<file path="config.mk">
export PLATFORM = sky130hd
export DESIGN_NAME = inst_mem_loader_flat
export DESIGN_NICKNAME = d
export VERILOG_FILES = /design/src/rtl/inst_mem_loader_pkg.sv /design/src/rtl/inst_mem_loader_if.sv /design/src/rtl/inst_mem_loader.sv /design/src/flat_wrapper.sv
export SDC_FILE = /design/constraint.sdc
export NUM_CORES = 1
export LEC_CHECK = 0
export ABC_AREA = 1
export CORE_MARGIN = 2
export CORE_UTILIZATION = 35
export CTS_BUF_LIST = sky130_fd_sc_hd__clkbuf_8
export CTS_CLUSTER_DIAMETER = 80
export DETAILED_ROUTE_END_ITERATION = 16
export PLACE_DENSITY = 0.54
export SETUP_SLACK_MARGIN = 0.4
export SLEW_MARGIN = 0
export SYNTH_ARGS = -nofsm -noshare
export SYNTH_HDL_FRONTEND = slang
export SYNTH_SLANG_ARGS = --single-unit
export TNS_END_PERCENT = 10
</file>
<file path="constraint.sdc">
create_clock -name clk -period 2 [get_ports clk]
set_clock_uncertainty 0.2 [all_clocks]
set_input_delay 0.3 -clock clk [delete_from_list [all_inputs] [get_ports clk]]
set_output_delay 0.3 -clock clk [all_outputs]
set_load 0.005 [all_outputs]
</file>
<file path="src/rtl/inst_mem_loader_pkg.sv">
// Shared types and constants for the boot-time instruction memory loader.
// Holds the FSM state encoding, program size limit and checksum width.
package inst_mem_loader_pkg;

    localparam int MAX_WORDS = 64;
    localparam int CSUM_W    = 8;
    localparam int BYTE_W    = 8;

    typedef enum logic [2:0] {
        IDLE,
        LEN,
        DATA,
        CSUM,
        DONE
    } state_t;

endpackage

</file>
<file path="src/rtl/inst_mem_loader_if.sv">
// Byte-stream input, instruction memory write port and status of the loader.
// master drives the stream and start; slave is the loader itself.
interface inst_mem_loader_if
    import inst_mem_loader_pkg::*;
#(
    parameter int ADDR_W = 8
);

    logic              start;
    logic              in_valid;
    logic [BYTE_W-1:0] in_data;
    logic              in_ready;
    logic              mem_we;
    logic [ADDR_W-1:0] mem_addr;
    logic [BYTE_W-1:0] mem_wdata;
    logic              cpu_hold;
    logic              load_done;
    logic              load_err;

    modport master (
        output start, in_valid, in_data,
        input  in_ready, mem_we, mem_addr, mem_wdata,
        input  cpu_hold, load_done, load_err
    );

    modport slave (
        input  start, in_valid, in_data,
        output in_ready, mem_we, mem_addr, mem_wdata,
        output cpu_hold, load_done, load_err
    );

endinterface

</file>
<file path="src/rtl/inst_mem_loader.sv">
// Loads a length-prefixed, XOR-checksummed program into instruction memory
// one byte at a time, holding the CPU until the load completes.
module inst_mem_loader
    import inst_mem_loader_pkg::*;
#(
    parameter int MAX_WORDS = inst_mem_loader_pkg::MAX_WORDS,
    parameter int ADDR_W    = 8
) (
    input logic              clk,
    input logic              rst,
    inst_mem_loader_if.slave bus
);

    // One extra bit so a full-size program ends at 4*MAX_WORDS, not 0.
    localparam int CNT_W = $clog2(4 * MAX_WORDS + 1);
    localparam logic [BYTE_W-1:0] MAX_N = BYTE_W'(MAX_WORDS);

    state_t            state_q, state_d;
    logic [CNT_W-1:0]  cnt_q, cnt_d;
    logic [CNT_W-1:0]  total_q, total_d;
    logic [CSUM_W-1:0] csum_q, csum_d;
    logic              err_q, err_d;
    logic              we_q, we_d;
    logic [ADDR_W-1:0] addr_q, addr_d;
    logic [BYTE_W-1:0] wdata_q, wdata_d;

    logic busy;
    logic acc;

    assign busy = (state_q == LEN) || (state_q == DATA) || (state_q == CSUM);
    assign acc  = bus.in_valid && busy;

    assign bus.in_ready  = busy;
    assign bus.cpu_hold  = busy || we_q;
    assign bus.load_done = (state_q == DONE);
    assign bus.load_err  = err_q;
    assign bus.mem_we    = we_q;
    assign bus.mem_addr  = addr_q;
    assign bus.mem_wdata = wdata_q;

    always_ff @(posedge clk or posedge rst) begin
        if (rst) begin
            state_q <= IDLE;
            cnt_q   <= '0;
            total_q <= '0;
            csum_q  <= '0;
            err_q   <= 1'b0;
            we_q    <= 1'b0;
            addr_q  <= '0;
            wdata_q <= '0;
        end else begin
            state_q <= state_d;
            cnt_q   <= cnt_d;
            total_q <= total_d;
            csum_q  <= csum_d;
            err_q   <= err_d;
            we_q    <= we_d;
            addr_q  <= addr_d;
            wdata_q <= wdata_d;
        end
    end

    always_comb begin
        state_d = state_q;
        cnt_d   = cnt_q;
        total_d = total_q;
        csum_d  = csum_q;
        err_d   = err_q;
        we_d    = 1'b0;
        addr_d  = addr_q;
        wdata_d = wdata_q;
        unique case (state_q)
            IDLE, DONE: begin
                if (bus.start) begin
                    state_d = LEN;
                    cnt_d   = '0;
                    csum_d  = '0;
                    err_d   = 1'b0;
                end
            end
            LEN: begin
                if (acc) begin
                    if (bus.in_data == '0 || bus.in_data > MAX_N) begin
                        state_d = DONE;
                        err_d   = 1'b1;
                    end else begin
                        total_d = CNT_W'({bus.in_data, 2'b00});
                        state_d = DATA;
                    end
                end
            end
            DATA: begin
                if (acc) begin
                    we_d    = 1'b1;
                    addr_d  = ADDR_W'(cnt_q);
                    wdata_d = bus.in_data;
                    csum_d  = csum_q ^ bus.in_data;
                    cnt_d   = cnt_q + CNT_W'(1);
                    if (cnt_q + CNT_W'(1) == total_q) begin
                        state_d = CSUM;
                    end
                end
            end
            CSUM: begin
                if (acc) begin
                    state_d = DONE;
                    err_d   = (bus.in_data != csum_q);
                end
            end
            default: state_d = IDLE;
        endcase
    end

endmodule

</file>
<file path="src/flat_wrapper.sv">
// flat-port wrapper written by rule: the top's interface ports become plain ports
module inst_mem_loader_flat import inst_mem_loader_pkg::*;
#(
    parameter int MAX_WORDS = inst_mem_loader_pkg::MAX_WORDS,
    parameter int ADDR_W    = 8
)
  (clk, rst, bus_start, bus_in_valid, bus_in_data, bus_in_ready, bus_mem_we, bus_mem_addr, bus_mem_wdata, bus_cpu_hold, bus_load_done, bus_load_err);
  inst_mem_loader_if #(.ADDR_W(ADDR_W)) bus_i ();
  input logic clk;
  input logic rst;
  input wire logic [$bits(bus_i.start)-1:0] bus_start;
  input wire logic [$bits(bus_i.in_valid)-1:0] bus_in_valid;
  input wire logic [$bits(bus_i.in_data)-1:0] bus_in_data;
  output wire logic [$bits(bus_i.in_ready)-1:0] bus_in_ready;
  output wire logic [$bits(bus_i.mem_we)-1:0] bus_mem_we;
  output wire logic [$bits(bus_i.mem_addr)-1:0] bus_mem_addr;
  output wire logic [$bits(bus_i.mem_wdata)-1:0] bus_mem_wdata;
  output wire logic [$bits(bus_i.cpu_hold)-1:0] bus_cpu_hold;
  output wire logic [$bits(bus_i.load_done)-1:0] bus_load_done;
  output wire logic [$bits(bus_i.load_err)-1:0] bus_load_err;
  assign bus_i.start = bus_start;
  assign bus_i.in_valid = bus_in_valid;
  assign bus_i.in_data = bus_in_data;
  assign bus_in_ready = bus_i.in_ready;
  assign bus_mem_we = bus_i.mem_we;
  assign bus_mem_addr = bus_i.mem_addr;
  assign bus_mem_wdata = bus_i.mem_wdata;
  assign bus_cpu_hold = bus_i.cpu_hold;
  assign bus_load_done = bus_i.load_done;
  assign bus_load_err = bus_i.load_err;
  inst_mem_loader #(.MAX_WORDS(MAX_WORDS), .ADDR_W(ADDR_W)) u_core (.clk(clk), .rst(rst), .bus(bus_i));
endmodule
</file>
# --- Yosys cells after proc, flatten, opt, wreduce, memory -nomap -nowiden ---
# Index checks and enable logic that the tools add are counted.
totals:
  ff_bits: 45
  output_inout_bits: 21
  inputBits: 12
classes:
  bitwise_logic: 2
  magnitude_cmp: 1
  muxes: 20
  n_reduce_logical: 15
  n_eq_ne: 12
  n_addsub: 1
ops:
  columns: ["cell", "n"]
  rows:
  - ["3-bit two-way mux", 6]
  - ["9-bit two-way mux", 2]
  - ["9-bit one-hot mux with 2 select lines", 1]
  - ["8-bit two-way mux", 2]
  - ["8-bit one-hot mux with 2 select lines", 1]
  - ["3-bit one-hot mux with 4 select lines", 1]
  - ["5-bit AND reduction", 2]
  - ["9-bit by 1-bit adder with 9-bit output, second input constant", 1]
  - ["9-bit == test", 1]
  - ["8-bit by 7-bit > comparator with 1-bit output, second input constant", 1]
  - ["8-bit zero test", 1]
  - ["8-bit inequality test", 1]
  - ["8-bit bitwise XOR", 1]
  - ["3-bit by 2-bit == test with 1-bit output, second input constant", 2]
  - ["1-bit two-way mux", 6]
  - ["2-bit by 1-bit inequality test with 1-bit output, second input constant", 3]
  - ["2-bit inequality test, second input constant", 3]
  - ["3-bit AND reduction", 2]
  - ["1-bit logical OR", 4]
  - ["3-bit by 1-bit == test with 1-bit output, second input constant", 1]
  - ["3-bit == test, second input constant", 1]
  - ["3-bit zero test", 1]
  - ["1-bit one-hot mux with 3 select lines", 1]
  - ["3-bit nonzero test", 1]
  - ["other kinds (5)", 5]

# --- Logic depth before layout (Yosys ltp) ---
logic_depth:
  depth_word: 6
  depth_mapped: 14

# --- Least setup slack after synthesis ---
# No wires, ideal clock.
synth_timing:
  path_type: "register to register"
  from: "register u_core.cnt_q[0]"
  to: "register u_core.state_q[2]"
  path_buffers: 0
  path_slack_ns: 0.291
  t_required_ns: 1.683
  path_stages_with_launch: 15
  synth_period_minus_slack_ns: 1.709
  arrival_time_ns: 1.393
  setup_time_ns: 0.117
  cell_sequence: "dfrtp_1 -> ha_1 -> nand3_2 -> inv_1 -> nand2_1 -> nand2_1 -> nand2_1 -> nand2_1 -> nand2_1 -> nor2_1 -> nand3_1 -> nand2_2 -> nand2_2 -> nand2_1 -> nand2_1"
synth_between:
  elab_chain_len: 4
synth_rtl:
  columns: ["element", "line", "source"]
  rows:
  - ["from (decl)", "inst_mem_loader.sv:19", "logic [CNT_W-1:0] cnt_q, cnt_d;"]
  - ["from (signal assigned)", "inst_mem_loader.sv:53", "cnt_q <= cnt_d;"]
  - ["9-bit by 1-bit adder with 9-bit output", "inst_mem_loader.sv:99", "if (cnt_q + CNT_W'(1) == total_q) begin"]
  - ["9-bit == test", "inst_mem_loader.sv:99", null]
  - ["2-bit inequality test (no source line)", null, null]
  - ["5-bit AND reduction (no source line)", null, null]
  - ["to (signal assigned)", "inst_mem_loader.sv:52", "state_q <= state_d;"]
  - ["to (decl)", "inst_mem_loader.sv:18", "state_t state_q, state_d;"]
# Every way passes these cells.
# A chain may end at the register's enable or synchronous reset.

# --- Worst setup path after layout ---
layout_timing:
  from: "register u_core.cnt_q[0]"
  to: "register u_core.state_q[1]"
# Same word-level chain as after synthesis.

==> impl_metrics.env <==
export IMPL_areaGrowthSynthToFinish_pct=50.47
export IMPL_io_buffers=32
export IMPL_use_met2=0.2583
export IMPL_stdcell_area_um2=3376
export IMPL_critPathBufInv=0
export IMPL_ir_worst_vdd_mv=0.4833
export IMPL_die_h_um=84.06
export IMPL_detail_route_wirelength_mm=5.832
export IMPL_synth_top_family_by_area="simple AND/OR/NAND/NOR gates"
export IMPL_synth_seq_cells=45
export IMPL_diodes=0
export IMPL_crit_slowest_cell="dfrtp_1"
export IMPL_max_stage_delay_ps=430
export IMPL_dp_cells=389
export IMPL_grt_usage=0.1585
export IMPL_h_tree_depth=2
export IMPL_hold_class="input port to asynchronous set/reset pin"
export IMPL_grtUsageMet1=0.2068
export IMPL_max_cap_viol_count=0
export IMPL_finalNetCount=361
export IMPL_dr_pass1_iters=4
export IMPL_synthDistinctLibCells=31
export IMPL_max_freq_ghz=0.5368
export IMPL_ys_seq_area_frac=0.5020
export IMPL_hpwl_mm=3.850
export IMPL_critPathLaunchType="register"
export IMPL_synth_xor_area_share=0.03904
export IMPL_setup_viol=0
export IMPL_critPathTopFamily="simple AND/OR/NAND/NOR gates"
export IMPL_core_area_um2=6277
export IMPL_std_cell_rows=29
export IMPL_cts_buffer_depth=2
export IMPL_criticalPathCategory="register to register"
export IMPL_cts_sinks=45
export IMPL_place_ws_ps=-39.81
export IMPL_tightestPinTransition_ps=279.0
export IMPL_grt_max_degree=46
export IMPL_slew_violations=0
export IMPL_place_gp_congestion=0.7923
export IMPL_die_w_um=84.06
export IMPL_fin_util=0.5378
export IMPL_status="complete, no violations"
export IMPL_fin_hold_ws_ps=141.5
export IMPL_p_leak_nw=1.571
export IMPL_powerDensity_nw_per_um2=1091
export IMPL_final_cell_mix="59 x nand2_1, 41 x dfrtp_1, 32 x o21ai_0"
export IMPL_drive_above_1_share=0.3066
export IMPL_dpl_cell_area_um2=2810
export IMPL_synthAdderAreaFrac=0.005577
export IMPL_fillCellCount=582
export IMPL_grt_overflow=0
export IMPL_fin_crit_sh=0.9314
export IMPL_io_pins=33
export IMPL_cpMostUsedCell="nand2_1"
export IMPL_crit_required_ps=2000
export IMPL_netlist_area_um2=2243
export IMPL_drt_iter0_drc=134
export IMPL_grt_pass1_vias=1890
export IMPL_cts_made_buffers=5
export IMPL_dieArea_um2=7066
export IMPL_multiInputGateArea_um2=1100
export IMPL_insertion_delay_ps=300
export IMPL_drc_errors=0
export IMPL_worstPathArrival_ps=1860
export IMPL_final_common_cell="nand2_1"
export IMPL_antenna_found_initial=0
export IMPL_vias_per_cell=4.824
export IMPL_grt_busiest_layer="met2"
export IMPL_yosys_warnings=0
export IMPL_muxShareOfSynthArea=0
export IMPL_rsz0062_at_grt="true"
export IMPL_synthCells=268
export IMPL_vias=2055
export IMPL_finalPower_mw=3.683
export IMPL_drtAntennaViolNets=0
export IMPL_final_cells=426
export IMPL_grt_pass1_wl_mm=8.901
export IMPL_slew_headroom=0.8123
export IMPL_initial_core_util=0.3574
export IMPL_finalWorstSetupSlack_ps=137.1
export IMPL_synth_compound_area_frac=0.1456
export IMPL_path_cells="ha_4 -> nand3_4 -> nand2_1 -> nand2_2 -> nand2_1 -> nand2_1 -> nand2_1 -> nor2_2 -> nand3_2 -> nand2_2 -> nand2_2 -> nand2_1 -> nand2_1"
export IMPL_avgSynthCellArea_um2=8.371
export IMPL_cp_max_fo=4
export IMPL_clk_pin_slew_ps=90
export IMPL_grt_util_met3=0.03660
export IMPL_drt_wirelength_per_cell_um=13.69
export IMPL_regArea_um2=1131
export IMPL_cts_tree="yes"
export IMPL_hold_violations=0
export IMPL_holdBufCountCts=0
export IMPL_root_buffer="clkbuf_8"
export IMPL_tns_ps=0
export IMPL_period_minus_slack_ps=1863
export IMPL_synth_net_count=281
export IMPL_synth_simple_area_share=0.2342
export IMPL_endpoint_kind="register"
[repair_timing]
action                     CTS  global route
gates cloned                 0             2
resized for setup           31            31
buffers inserted            14            13
setup endpoints to repair   63            65
pin swaps                    3            13
[final timing paths]
check                                  startpoint                      to  slack (ps)  cells after the start
max                               u_core.cnt_q[0]       u_core.state_q[1]         140                     13
min                                           rst  u_core.bus.mem_addr[2]         140                      3
max reg2reg                       u_core.cnt_q[0]       u_core.state_q[1]         140                     13
min reg2reg                u_core.bus.mem_addr[4]  u_core.bus.mem_addr[4]         290                      2
max in group asynchronous                     rst         u_core.cnt_q[4]        1230                      3
min in group clk           u_core.bus.mem_addr[4]  u_core.bus.mem_addr[4]         290                      2
[per-layer routing]
metal,up-vias,wire (um)
met1,992,2737
li1,1026,-
met3,6,131
met4,0,83
met5,-,0
met2,31,2879
[sequential cells by signal, indices dropped and copies added, names as in the netlist]
signal,count
u_core.bus.mem_addr,8
u_core.state_q,3
u_core.cnt_q,9
u_core.bus.mem_we,1
u_core.bus.load_err,1
u_core.csum_q,8
u_core.total_q,7
u_core.bus.mem_wdata,8
[logic make-up after synthesis]
family / after synthesis
compound gates: 55
flops: 45
xor+xnor: 10
simple gates: 116
fa+ha+maj: 1
buf+inv: 41
[cell type report]
| type | count | share of cell area |
|---|---|---|
| well taps | 77 | 0.02854 |
| inverters | 36 | 0.04225 |
| multi-input cells | 183 | 0.3258 |
| clock buffers | 6 | 0.02446 |
| flip-flops and latches | 45 | 0.3351 |
| repair buffers | 77 | 0.2328 |
| clock inverters | 2 | 0.01112 |
[where the power goes]
group	switching (mW)	internal (mW)	total (mW)
Sequential	0.170	1.17	1.34
Combinational	0.755	0.861	1.62
Clock	0.323	0.406	0.730
Total	1.25	2.43	3.68
[synthesized netlist by cell type]
master | n | area share
a21oi_1 | 2 | 0.0045
buf_2 | 3 | 0.0067
buf_6 | 1 | 0.0050
clkbuf_1 | 1 | 0.0017
dfrtp_1 | 45 | 0.50
ha_1 | 1 | 0.0056
inv_1 | 35 | 0.059
inv_2 | 1 | 0.0017
nand2_1 | 66 | 0.11
nand2_2 | 4 | 0.011
nand3_1 | 11 | 0.025
nand3_2 | 1 | 0.0045
nand3b_1 | 3 | 0.010
nand4_1 | 2 | 0.0056
nand4_2 | 1 | 0.0056
nor2_1 | 20 | 0.033
nor2_2 | 2 | 0.0056
nor2_4 | 3 | 0.015
nor4_1 | 1 | 0.0028
o21ai_0 | 33 | 0.074
o21ai_1 | 3 | 0.0067
o21ai_2 | 5 | 0.020
o21ai_4 | 1 | 0.0073
o21bai_1 | 3 | 0.010
o22ai_1 | 6 | 0.017
o31ai_1 | 1 | 0.0033
o32ai_1 | 1 | 0.0039
or2_1 | 1 | 0.0028
or2_2 | 1 | 0.0028
xnor2_1 | 8 | 0.031
xor2_1 | 2 | 0.0078
[worst register-to-register path: stages (launching register included)]
cell and delay [ps]:
dfrtp_1 430, ha_4 200, nand3_4 120, nand2_1 100, nand2_2 80, nand2_1 50, nand2_1 60, nand2_1 70
nor2_2 120, nand3_2 80, nand2_2 100, nand2_2 60, nand2_1 60, nand2_1 40
Note: power is estimated with default switching activity, not from simulation.
